**src/rtl/hid_key_decoder.sv**
```systemverilog
`default_nettype none
// ============================================================================
//  Module      : hid_key_decoder
//  Description : Turns a byte stream of 8-byte USB HID boot-keyboard reports
//                into one movement keycode for the player, a fire flag for the
//                missile logic, and a one-cycle strobe per good report.
//                A rollover report or an inter-byte timeout raises err_stb.
//  Ports       : Clk        in   system clock
//                Reset_n    in   asynchronous reset, active low
//                rx_data    in   [7:0] report byte
//                rx_valid   in   rx_data valid this cycle
//                rx_ready   out  decoder accepts a byte (transfer = valid&ready)
//                keycode    out  [7:0] 00 none, 04 left, 07 right
//                fire       out  FIRE_CODE present in the last good report
//                report_stb out  one-cycle pulse when keycode/fire update
//                err_stb    out  one-cycle pulse on timeout or rollover report
//  Revision    : 1.0  initial release
// ============================================================================
module hid_key_decoder #(
    parameter int unsigned TIMEOUT_CYCLES = 50000,
    parameter logic [7:0]  FIRE_CODE      = 8'h2C
) (
    input  logic       Clk,
    input  logic       Reset_n,
    input  logic [7:0] rx_data,
    input  logic       rx_valid,
    output logic       rx_ready,
    output logic [7:0] keycode,
    output logic       fire,
    output logic       report_stb,
    output logic       err_stb
);

    // Timeout counter only has to hold TIMEOUT_CYCLES-1.
    localparam int unsigned c_TCNT_W =
        (TIMEOUT_CYCLES > 2) ? $clog2(TIMEOUT_CYCLES) : 1;
    localparam logic [c_TCNT_W-1:0] c_TCNT_MAX = c_TCNT_W'(TIMEOUT_CYCLES - 1);

    localparam logic [7:0] c_KEY_NONE  = 8'h00;
    localparam logic [7:0] c_KEY_LEFT  = 8'h04;
    localparam logic [7:0] c_KEY_RIGHT = 8'h07;
    localparam logic [7:0] c_ARROW_L   = 8'h50;
    localparam logic [7:0] c_ARROW_R   = 8'h4F;
    localparam logic [7:0] c_ROLLOVER  = 8'h01;

    typedef enum logic [1:0] {
        S_IDLE    = 2'd0,
        S_COLLECT = 2'd1,
        S_EVAL    = 2'd2
    } state_t;

    state_t              state_q, state_d;
    logic [2:0]          cnt_q, cnt_d;
    logic [c_TCNT_W-1:0] tcnt_q, tcnt_d;
    logic [7:0]          slot_q [6];
    logic [7:0]          slot_d [6];
    logic [7:0]          keycode_q, keycode_d;
    logic                fire_q, fire_d;
    logic                report_stb_q, report_stb_d;
    logic                err_stb_q, err_stb_d;
    logic                rx_ready_q, rx_ready_d;

    logic                w_accept;
    logic [5:0]          w_left;
    logic [5:0]          w_right;
    logic [5:0]          w_fire;
    logic [5:0]          w_roll;
    logic                w_any_left;
    logic                w_any_right;
    logic                w_rollover;

    assign w_accept = rx_valid & rx_ready_q;

    // Per-slot usage matches, reduced below into report-wide flags.
    genvar gi;
    generate
        for (gi = 0; gi < 6; gi = gi + 1) begin : g_slot
            assign w_left[gi]  = (slot_q[gi] == c_KEY_LEFT)  || (slot_q[gi] == c_ARROW_L);
            assign w_right[gi] = (slot_q[gi] == c_KEY_RIGHT) || (slot_q[gi] == c_ARROW_R);
            assign w_fire[gi]  = (slot_q[gi] == FIRE_CODE);
            assign w_roll[gi]  = (slot_q[gi] == c_ROLLOVER);
        end
    endgenerate

    assign w_any_left  = |w_left;
    assign w_any_right = |w_right;
    // Phantom-state report: the keyboard could not resolve the pressed keys.
    assign w_rollover  = &w_roll;

    always_comb begin
        state_d      = state_q;
        cnt_d        = cnt_q;
        tcnt_d       = tcnt_q;
        keycode_d    = keycode_q;
        fire_d       = fire_q;
        report_stb_d = 1'b0;
        err_stb_d    = 1'b0;
        for (int i = 0; i < 6; i++) begin
            slot_d[i] = slot_q[i];
        end

        case (state_q)
            S_IDLE: begin
                tcnt_d = '0;
                // First byte is the modifier; it carries nothing we decode.
                if (w_accept) begin
                    cnt_d   = 3'd1;
                    state_d = S_COLLECT;
                end
            end

            S_COLLECT: begin
                if (w_accept) begin
                    tcnt_d = '0;
                    cnt_d  = cnt_q + 3'd1;
                    // Byte 1 is reserved; bytes 2..7 land in slot 0..5.
                    for (int i = 0; i < 6; i++) begin
                        if (cnt_q == 3'(i + 2)) begin
                            slot_d[i] = rx_data;
                        end
                    end
                    if (cnt_q == 3'd7) begin
                        cnt_d   = 3'd0;
                        state_d = S_EVAL;
                    end
                end else if (tcnt_q == c_TCNT_MAX) begin
                    // Host stalled mid-report: drop the partial report so the
                    // next byte is taken as a fresh modifier.
                    err_stb_d = 1'b1;
                    cnt_d     = 3'd0;
                    tcnt_d    = '0;
                    state_d   = S_IDLE;
                end else begin
                    tcnt_d = tcnt_q + c_TCNT_W'(1);
                end
            end

            S_EVAL: begin
                state_d = S_IDLE;
                if (w_rollover) begin
                    // Keep the last good keycode/fire; only flag the error.
                    err_stb_d = 1'b1;
                end else begin
                    if (w_any_left && !w_any_right) begin
                        keycode_d = c_KEY_LEFT;
                    end else if (w_any_right && !w_any_left) begin
                        keycode_d = c_KEY_RIGHT;
                    end else begin
                        keycode_d = c_KEY_NONE;
                    end
                    fire_d       = |w_fire;
                    report_stb_d = 1'b1;
                end
            end

            default: begin
                state_d = S_IDLE;
                cnt_d   = 3'd0;
                tcnt_d  = '0;
            end
        endcase

        // Registered ready: low exactly while the next state is EVAL, and low
        // throughout reset because it comes out of a reset flop.
        rx_ready_d = (state_d != S_EVAL);
    end

    always_ff @(posedge Clk or negedge Reset_n) begin
        if (!Reset_n) begin
            state_q      <= S_IDLE;
            cnt_q        <= 3'd0;
            tcnt_q       <= '0;
            keycode_q    <= c_KEY_NONE;
            fire_q       <= 1'b0;
            report_stb_q <= 1'b0;
            err_stb_q    <= 1'b0;
            rx_ready_q   <= 1'b0;
            for (int i = 0; i < 6; i++) begin
                slot_q[i] <= 8'h00;
            end
        end else begin
            state_q      <= state_d;
            cnt_q        <= cnt_d;
            tcnt_q       <= tcnt_d;
            keycode_q    <= keycode_d;
            fire_q       <= fire_d;
            report_stb_q <= report_stb_d;
            err_stb_q    <= err_stb_d;
            rx_ready_q   <= rx_ready_d;
            for (int i = 0; i < 6; i++) begin
                slot_q[i] <= slot_d[i];
            end
        end
    end

    assign rx_ready   = rx_ready_q;
    assign keycode    = keycode_q;
    assign fire       = fire_q;
    assign report_stb = report_stb_q;
    assign err_stb    = err_stb_q;

endmodule
`default_nettype wire

```
**config.mk**
```make
export PLATFORM = sky130hd
export DESIGN_NAME = hid_key_decoder
export DESIGN_NICKNAME = d
export VERILOG_FILES = /design/src/rtl/hid_key_decoder.sv
export SDC_FILE = /design/constraint.sdc
export NUM_CORES = 1
export LEC_CHECK = 0
export CAP_MARGIN = 30
export CELL_PAD_IN_SITES_DETAIL_PLACEMENT = 2
export CELL_PAD_IN_SITES_GLOBAL_PLACEMENT = 2
export CORE_AREA = 2 2 99 101
export CTS_BUF_LIST = sky130_fd_sc_hd__clkbuf_2 sky130_fd_sc_hd__clkbuf_4 sky130_fd_sc_hd__clkbuf_8
export DETAILED_ROUTE_END_ITERATION = 16
export DIE_AREA = 0 0 101 103
export HOLD_SLACK_MARGIN = 0.02
export PLACE_DENSITY = 0.93
export SYNTH_ARGS = -nofsm -noshare
export SYNTH_HDL_FRONTEND = slang
export SYNTH_SLANG_ARGS = --single-unit
```
**constraint.sdc**
```tcl
create_clock -name Clk -period 3.03 [get_ports Clk]
set_input_delay 0.303 -clock Clk [delete_from_list [all_inputs] [get_ports Clk]]
set_output_delay 0.303 -clock Clk [all_outputs]
set_load 0.03 [all_outputs]
```
# ---- After elaboration in Yosys (flattened, before gate mapping)
# Index checks and enable logic that the tools add are counted.
dict set report word_totals {
  ff_bits 81
  output_inout_bits 12
  latch_bits 0
  mem_bits_rw 0
  rom_bits 0
  input_bits 11
  elab_cells 117
  mem_count 0
}
dict set report classes {
  muxes 21
  n_mul 0
  eq_ne 48
  n_lt_le_gt_ge 0
  n_reduce_logical 29
  shift 0
  add_sub_neg 2
  div_mod_pow 0
  bitwise 3
}
# op count
set op_table {}
lappend op_table {{$eq 8x3->1 const B} 12}
lappend op_table {{$eq 8x7->1 const B} 12}
lappend op_table {{$eq 8x1->1 const B} 6}
lappend op_table {{$eq 8x6->1 const B} 6}
lappend op_table {{$mux 16} 2}
lappend op_table {{$pmux 16 s2} 1}
lappend op_table {{$reduce_and 3->1} 7}
lappend op_table {{$mux 3} 6}
lappend op_table {{$reduce_or 6->1} 3}
lappend op_table {{$add 16x1->16 const B} 1}
lappend op_table {{$eq 16x16->1 const B} 1}
lappend op_table {{$eq 3x3->1 const B} 4}
lappend op_table {{$logic_or 1x1->1} 12}
lappend op_table {{$pmux 3 s3} 1}
lappend op_table {{$mux 2} 4}
lappend op_table {{$eq 3x2->1 const B} 2}
lappend op_table {{$reduce_and 6->1} 1}
lappend op_table {{$mux 1} 5}
lappend op_table {{$ne 2x2->1 const B} 2}
lappend op_table {{$pmux 2 s2} 1}
lappend op_table {{$add 3x1->3 const B} 1}
lappend op_table {{$ne 3x3->1 const B} 1}
lappend op_table {{$eq 2x1->1 const B} 1}
lappend op_table {{$eq 2x2->1 const B} 1}
lappend op_table {{other kinds (7)} 10}

# ---- Longest topological paths before layout
dict set report logic_depth {
  ltp_word 7
  mapped_depth 8
  mapped_depth_nobuf 7
}

# ---- Worst setup path before layout
# No wires, ideal clock.
dict set report synth_timing {
  path_type {register to register}
  startpoint {register slot_q[45] (netlist bit)}
  endpoint {register keycode_q[1] (netlist: keycode[1])}
  setup_ns 0.125
  path_slack_ns 0.673
  required_time_ns 2.905
  arrival_ns 2.232
  path_stages_with_launch 5
  cell_sequence {dfrtp_1 or4b_4 or4_4 o41ai_4 mux2_2}
}
dict set report synth_between {
  elab_chain_len 7
  elab_cells_between_ends 18
  classes_between {eq/ne: 5; mux: 2; bitwise: 1; reduce/logical: 10}
}
# item line_no
set synth_lines {}
lappend synth_lines {{from (decl)} 55} ;# logic [7:0] slot_q [6];
lappend synth_lines {{from (signal, indexed assignment)} 191} ;# slot_q[i] <= slot_d[i];
lappend synth_lines {{$eq 8x3->1 or $eq 8x7->1 (tied branches)} 78} ;# assign w_left[gi] = (slot_q[gi] == c_KEY_LEFT) || (slot_q[gi] == c_ARROW_L);
lappend synth_lines {{$logic_or 1x1->1} 78}
lappend synth_lines {{$reduce_or 6->1} 85} ;# assign w_any_left = |w_left;
lappend synth_lines {{$logic_not 1->1} 146} ;# end else if (w_any_right && !w_any_left) begin
lappend synth_lines {{$logic_and 1x1->1} 146}
lappend synth_lines {{$mux 3} 146}
lappend synth_lines {{$mux 3} 144} ;# if (w_any_left && !w_any_right) begin
lappend synth_lines {{to (signal assigned)} 173} ;# keycode_q <= c_KEY_NONE;
lappend synth_lines {{to (signal assigned)} 185} ;# keycode_q <= keycode_d;
lappend synth_lines {{to (decl)} 57} ;# logic [7:0] keycode_q, keycode_d;
# Several ways; a longest one is shown, not always the timed one.
# A chain may end at the register's enable or synchronous reset.

# ---- Final worst setup path
dict set report layout_timing {
  startpoint {register slot_q[33] (netlist bit)}
  endpoint {register fire_q (netlist: fire)}
}
dict set report layout_between {
  elab_chain_len 4
  elab_cells_between_ends 6
  classes_between {eq/ne: 2; bitwise: 1; reduce/logical: 3}
}
# item line_no
set layout_lines {}
lappend layout_lines {{$eq 8x1->1} 81} ;# assign w_roll[gi] = (slot_q[gi] == c_ROLLOVER);
lappend layout_lines {{$reduce_and 6->1} 88} ;# assign w_rollover = &w_roll;
lappend layout_lines {{$not 1->1 (no line)} --}
lappend layout_lines {{$reduce_and 2->1 (no line)} --}
lappend layout_lines {{to (signal assigned)} 186} ;# fire_q <= fire_d;
lappend layout_lines {{to (decl)} 58} ;# logic fire_q, fire_d;
# Several ways; a longest one is shown, not always the timed one.

==> results.rst <==
.. list-table::
   :header-rows: 1

   * - Metric
     - Value
   * - Number of standard cells in the layout, taps in and fillers out
     - 480
   * - Fraction of the core area covered by cells at the end of the flow
     - 46.0%
   * - Least-Margin Pin Slew
     - 0.607 ns
   * - Cell Pwr Density
     - 764 nW/um2
   * - Number of instances in the synthesized netlist
     - 338
   * - Peak supply drop
     - 0.244 mV
   * - Post-CTS Repair Setup Buffers
     - 0
   * - Max-slew violations
     - 0
   * - Worst reg2reg startpoint
     - slot_q[33]
   * - Pwr Total
     - 0.00332 W
   * - Number of rows in the core area
     - 36
   * - Most common library cell in the layout ignoring fill and taps
     - sky130_fd_sc_hd__dfrtp_1
   * - Dominant cell type by area after synthesis
     - sky130_fd_sc_hd__dfrtp_1
   * - Total net switching power
     - between 0.001 and 0.0015 W
   * - Total via count in the routed design
     - 2801
   * - Fraction of the mapped netlist area in compound gates
     - just over 5%
   * - Number of top-level pins
     - 23
   * - LEAKAGE
     - 1.94 nW
   * - Share of synthesized registers carrying an async set or reset
     - 100%
   * - Primary flip-flop cell chosen by synthesis mapping
     - sky130_fd_sc_hd__dfrtp_1
   * - Clock-pin slew on the worst setup and hold paths
     - about 0.080 ns
   * - Net total in the final layout
     - 384
   * - Remaining number of nets flagged by the antenna check after routing
     - 0
   * - Standard cell core area
     - 9460 um2
   * - Clock power share
     - 26.0%
   * - CTS Buf Count
     - 9
   * - Adder-cell share of the synthesized area
     - around 3.6%
   * - Portion of the post-synthesis area used by sequential elements
     - 49.1%
   * - Global-route wire length before repair
     - between 15000 and 20000 um
   * - Die H
     - just over 100 um
   * - Antenna diode instance count
     - 0
   * - Layout cell share with drive strength beyond 1
     - 21.3%
   * - Post-DP HPWL
     - 7990 um
   * - Number of cell instances on the worst register-to-register path
     - 5
   * - Number of max-cap violations
     - 0
   * - Netlist Area Pre-Place
     - 3830 um2
   * - Startpoint Class
     - flip-flop
   * - Cts hold-fix bufs
     - 0
   * - Critical path, cell by cell
     - or4_1, or4_4, o41ai_4, inv_2, mux2_4
   * - P_int
     - approximately 0.0021 W
   * - GRT Resource Usage Total
     - 23.1%
   * - Minimum setup slack among reg-to-reg paths
     - 0.46 ns
   * - Max Clock Freq
     - about 400 MHz
   * - Number of enable flip-flop cells after synthesis
     - 0
   * - Sw frac
     - 35.4%
   * - Via count of the first global-routing pass
     - between 3000 and 4000
   * - Overall die width
     - 101 um
   * - Largest fanout of any net on the critical path
     - 4
   * - Per-instance average area after synthesis
     - 11.3 um2
   * - Detailed-routing iteration count for the pre-antenna-repair pass
     - 4
   * - CP endpoint kind
     - flip-flop
   * - Number of I/O port buffers
     - 17
   * - Proportion of power drawn by flip-flops and latches
     - roughly 47%
   * - Cell types occupying the most area after synthesis
     - sky130_fd_sc_hd__dfrtp_1 (49%), sky130_fd_sc_hd__mux2_2 (15%), sky130_fd_sc_hd__ha_1 (3.6%), sky130_fd_sc_hd__nand2_1 (2.6%), sky130_fd_sc_hd__nor2_1 (2.6%)
   * - Number of storage elements in the synthesis netlist
     - 75
   * - Basic-gate share of the synthesized area counting and, or, nand and nor cells
     - 19.8%
   * - Placed instance count
     - 463
   * - Post-place setup slack
     - 0.476 ns
   * - H-tree depth
     - 3
   * - Die Footprint
     - between 10000 and 15000 um2
   * - Total wire length
     - about 11000 um
   * - Post-layout worst setup margin
     - 0.462 ns
   * - Critical-path top delay cell
     - sky130_fd_sc_hd__or4_1
   * - Average detailed-routed wire length per instance
     - 23.0 um
   * - Final clock skew
     - 0.0106 ns
   * - Data arrival, critical path
     - roughly 2.8 ns
   * - Relative slew margins
     - 59.2%
   * - Pin count of the biggest net entering global routing
     - 76
   * - Final-report hold violation count
     - 0
   * - Count of warnings emitted by yosys
     - 0
   * - Largest stage delay, worst path
     - 0.60 ns
   * - CTS tree
     - done
   * - Required time at the endpoint of the critical path
     - 3.28 ns
   * - Total number of clock tree sinks
     - 75
   * - Count of endpoints failing setup in the final report
     - 0
   * - Antenna violations before repair
     - 0
   * - Skew-Pair Late Insertion Delay
     - 0.36 ns
   * - Aggregate negative setup slack
     - 0 ns
   * - Maximum buffer depth of the clock tree
     - 2
   * - Commonest cells after routing, fill and taps aside
     - sky130_fd_sc_hd__dfrtp_1 (75), sky130_fd_sc_hd__mux2_2 (50), sky130_fd_sc_hd__nand2_1 (27), sky130_fd_sc_hd__nor2_1 (27), sky130_fd_sc_hd__clkdlybuf4s50_1 (16)
   * - Synth Area in XOR/XNOR
     - 4.35%
   * - Endpoint of the most critical register-to-register path
     - fire
   * - Share of the synthesized area in the top cell type
     - 49.1%
   * - Class of the tightest hold or removal check
     - in -> async
   * - CTS Root Buffer Type
     - sky130_fd_sc_hd__clkbuf_8
   * - Vias per Instance
     - 5.84
   * - Setup Crit Path Kind
     - reg -> reg
   * - Violation count after the first detailed-routing iteration
     - 81
   * - Count of fill cells added during filler insertion
     - 959
   * - Area growth, synth to finish
     - 13.6%
   * - Period minus WS final
     - 2.57 ns
   * - Critical path destination
     - fire
   * - Global route overflow
     - 0
   * - Multiplexer share of the synthesized area
     - between 10% and 20%
   * - Comb pwr share
     - roughly 28%
   * - Result of the run
     - finished clean
   * - DR DRC count
     - 0
   * - Ratio of final minimum period to clock period
     - 84.7%
   * - Number of cells upsized or downsized after cts
     - 0
   * - Crit path launch
     - slot_q[33]
   * - Unrepaired setup endpoints after global routing
     - false
   * - Yosys cell types
     - 52
   * - Placer Congestion
     - 0.820
   * - Main combinational cell family by area after synthesis
     - simple AND/OR/NAND/NOR gates
   * - Initial core utilization
     - 40.4%
cells by family after synthesis:
family	count (synthesis)
flops	75
other cells	1
simple gates	134
buf+inv	20
fa+ha+maj	11
compound gates	26
xor+xnor	19
mux	52
through the flow:
step	instance area, um2	hold slack [ns]
after floorplan	3840	0.00741
after global placement	4090	0.486
after detailed placement	4090	0.517
after CTS	4310	0.135
after global routing	4350	0.371
final	4350	0.364
cells in the mapped netlist (all sizes together) (5+ instances only):
library cell	number
nand2	27
ha	11
inv	9
nand3	13
a21oi	6
mux2	51
nor4	11
nor2	27
nor4b	6
xnor2	9
buf	7
nor3	8
o21ai	5
dfrtp	75
nand4	10
xor2	10
state kept, by name, indices dropped and copies added (netlist names):
| name | count |
|---|---|
| slot_q | 48 |
| tcnt_q | 16 |
| cnt_q | 3 |
| keycode | 2 |
| state_q | 2 |
| err_stb | 1 |
| fire | 1 |
| report_stb | 1 |
| rx_ready | 1 |
critical path, delay by kind of cell, from the launching register on:
kind	cells	cell delay, ns
AOI/OAI and AO/OA	1	0.48
DFF	1	0.42
buffers and inverters	1	0.09
muxes	1	0.31
and+or+nand+nor	2	1.17
power groups by stage:
stage          registers, W  logic [W]  clock network, W
2_1_floorplan       0.00144   0.000648                 0
3_3_place_gp        0.00150   0.000821                 0
3_5_place_dp        0.00155   0.000894                 0
4_1_cts             0.00153   0.000917          0.000877
5_1_grt             0.00158    0.00101          0.000913
6_report            0.00154   0.000914          0.000861
layout make-up:
| class | instances | area, um2 | share of cell area (%) |
|---|---|---|---|
| Timing Repair Buffer | 20 | 213 | 4.89 |
| Clock inverter | 5 | 77.6 | 1.78 |
| Clock buffer | 10 | 138 | 3.17 |
| Sequential cell | 75 | 1880 | 43.2 |
| Inverter | 9 | 33.8 | 0.777 |
| Tap cell | 114 | 143 | 3.28 |
| Multi-Input combinational cell | 247 | 1870 | 42.9 |
routing by layer:
layer	vias up	part of all wire, %	GRT usage (%)	wire length [um]
met2	52	54	43.6	5950
met1	1464	42	26.9	4600
met3	20	2.2	3.86	243
li1	1265	-	-	-
met4	0	2.1	7.07	230
met5	-	0	0	0
worst min path at each step:
stage,to,slack (ns),cells after the start
after detailed placement,slot_q[13],0.52,1
after global placement,keycode[2],0.49,2
after CTS,fire,0.13,1
final,slot_q[9],0.36,2
after floorplan,cnt_q[0],0.007,0
after global routing,slot_q[9],0.37,2
No activity file was read; power rests on OpenSTA's default activity.
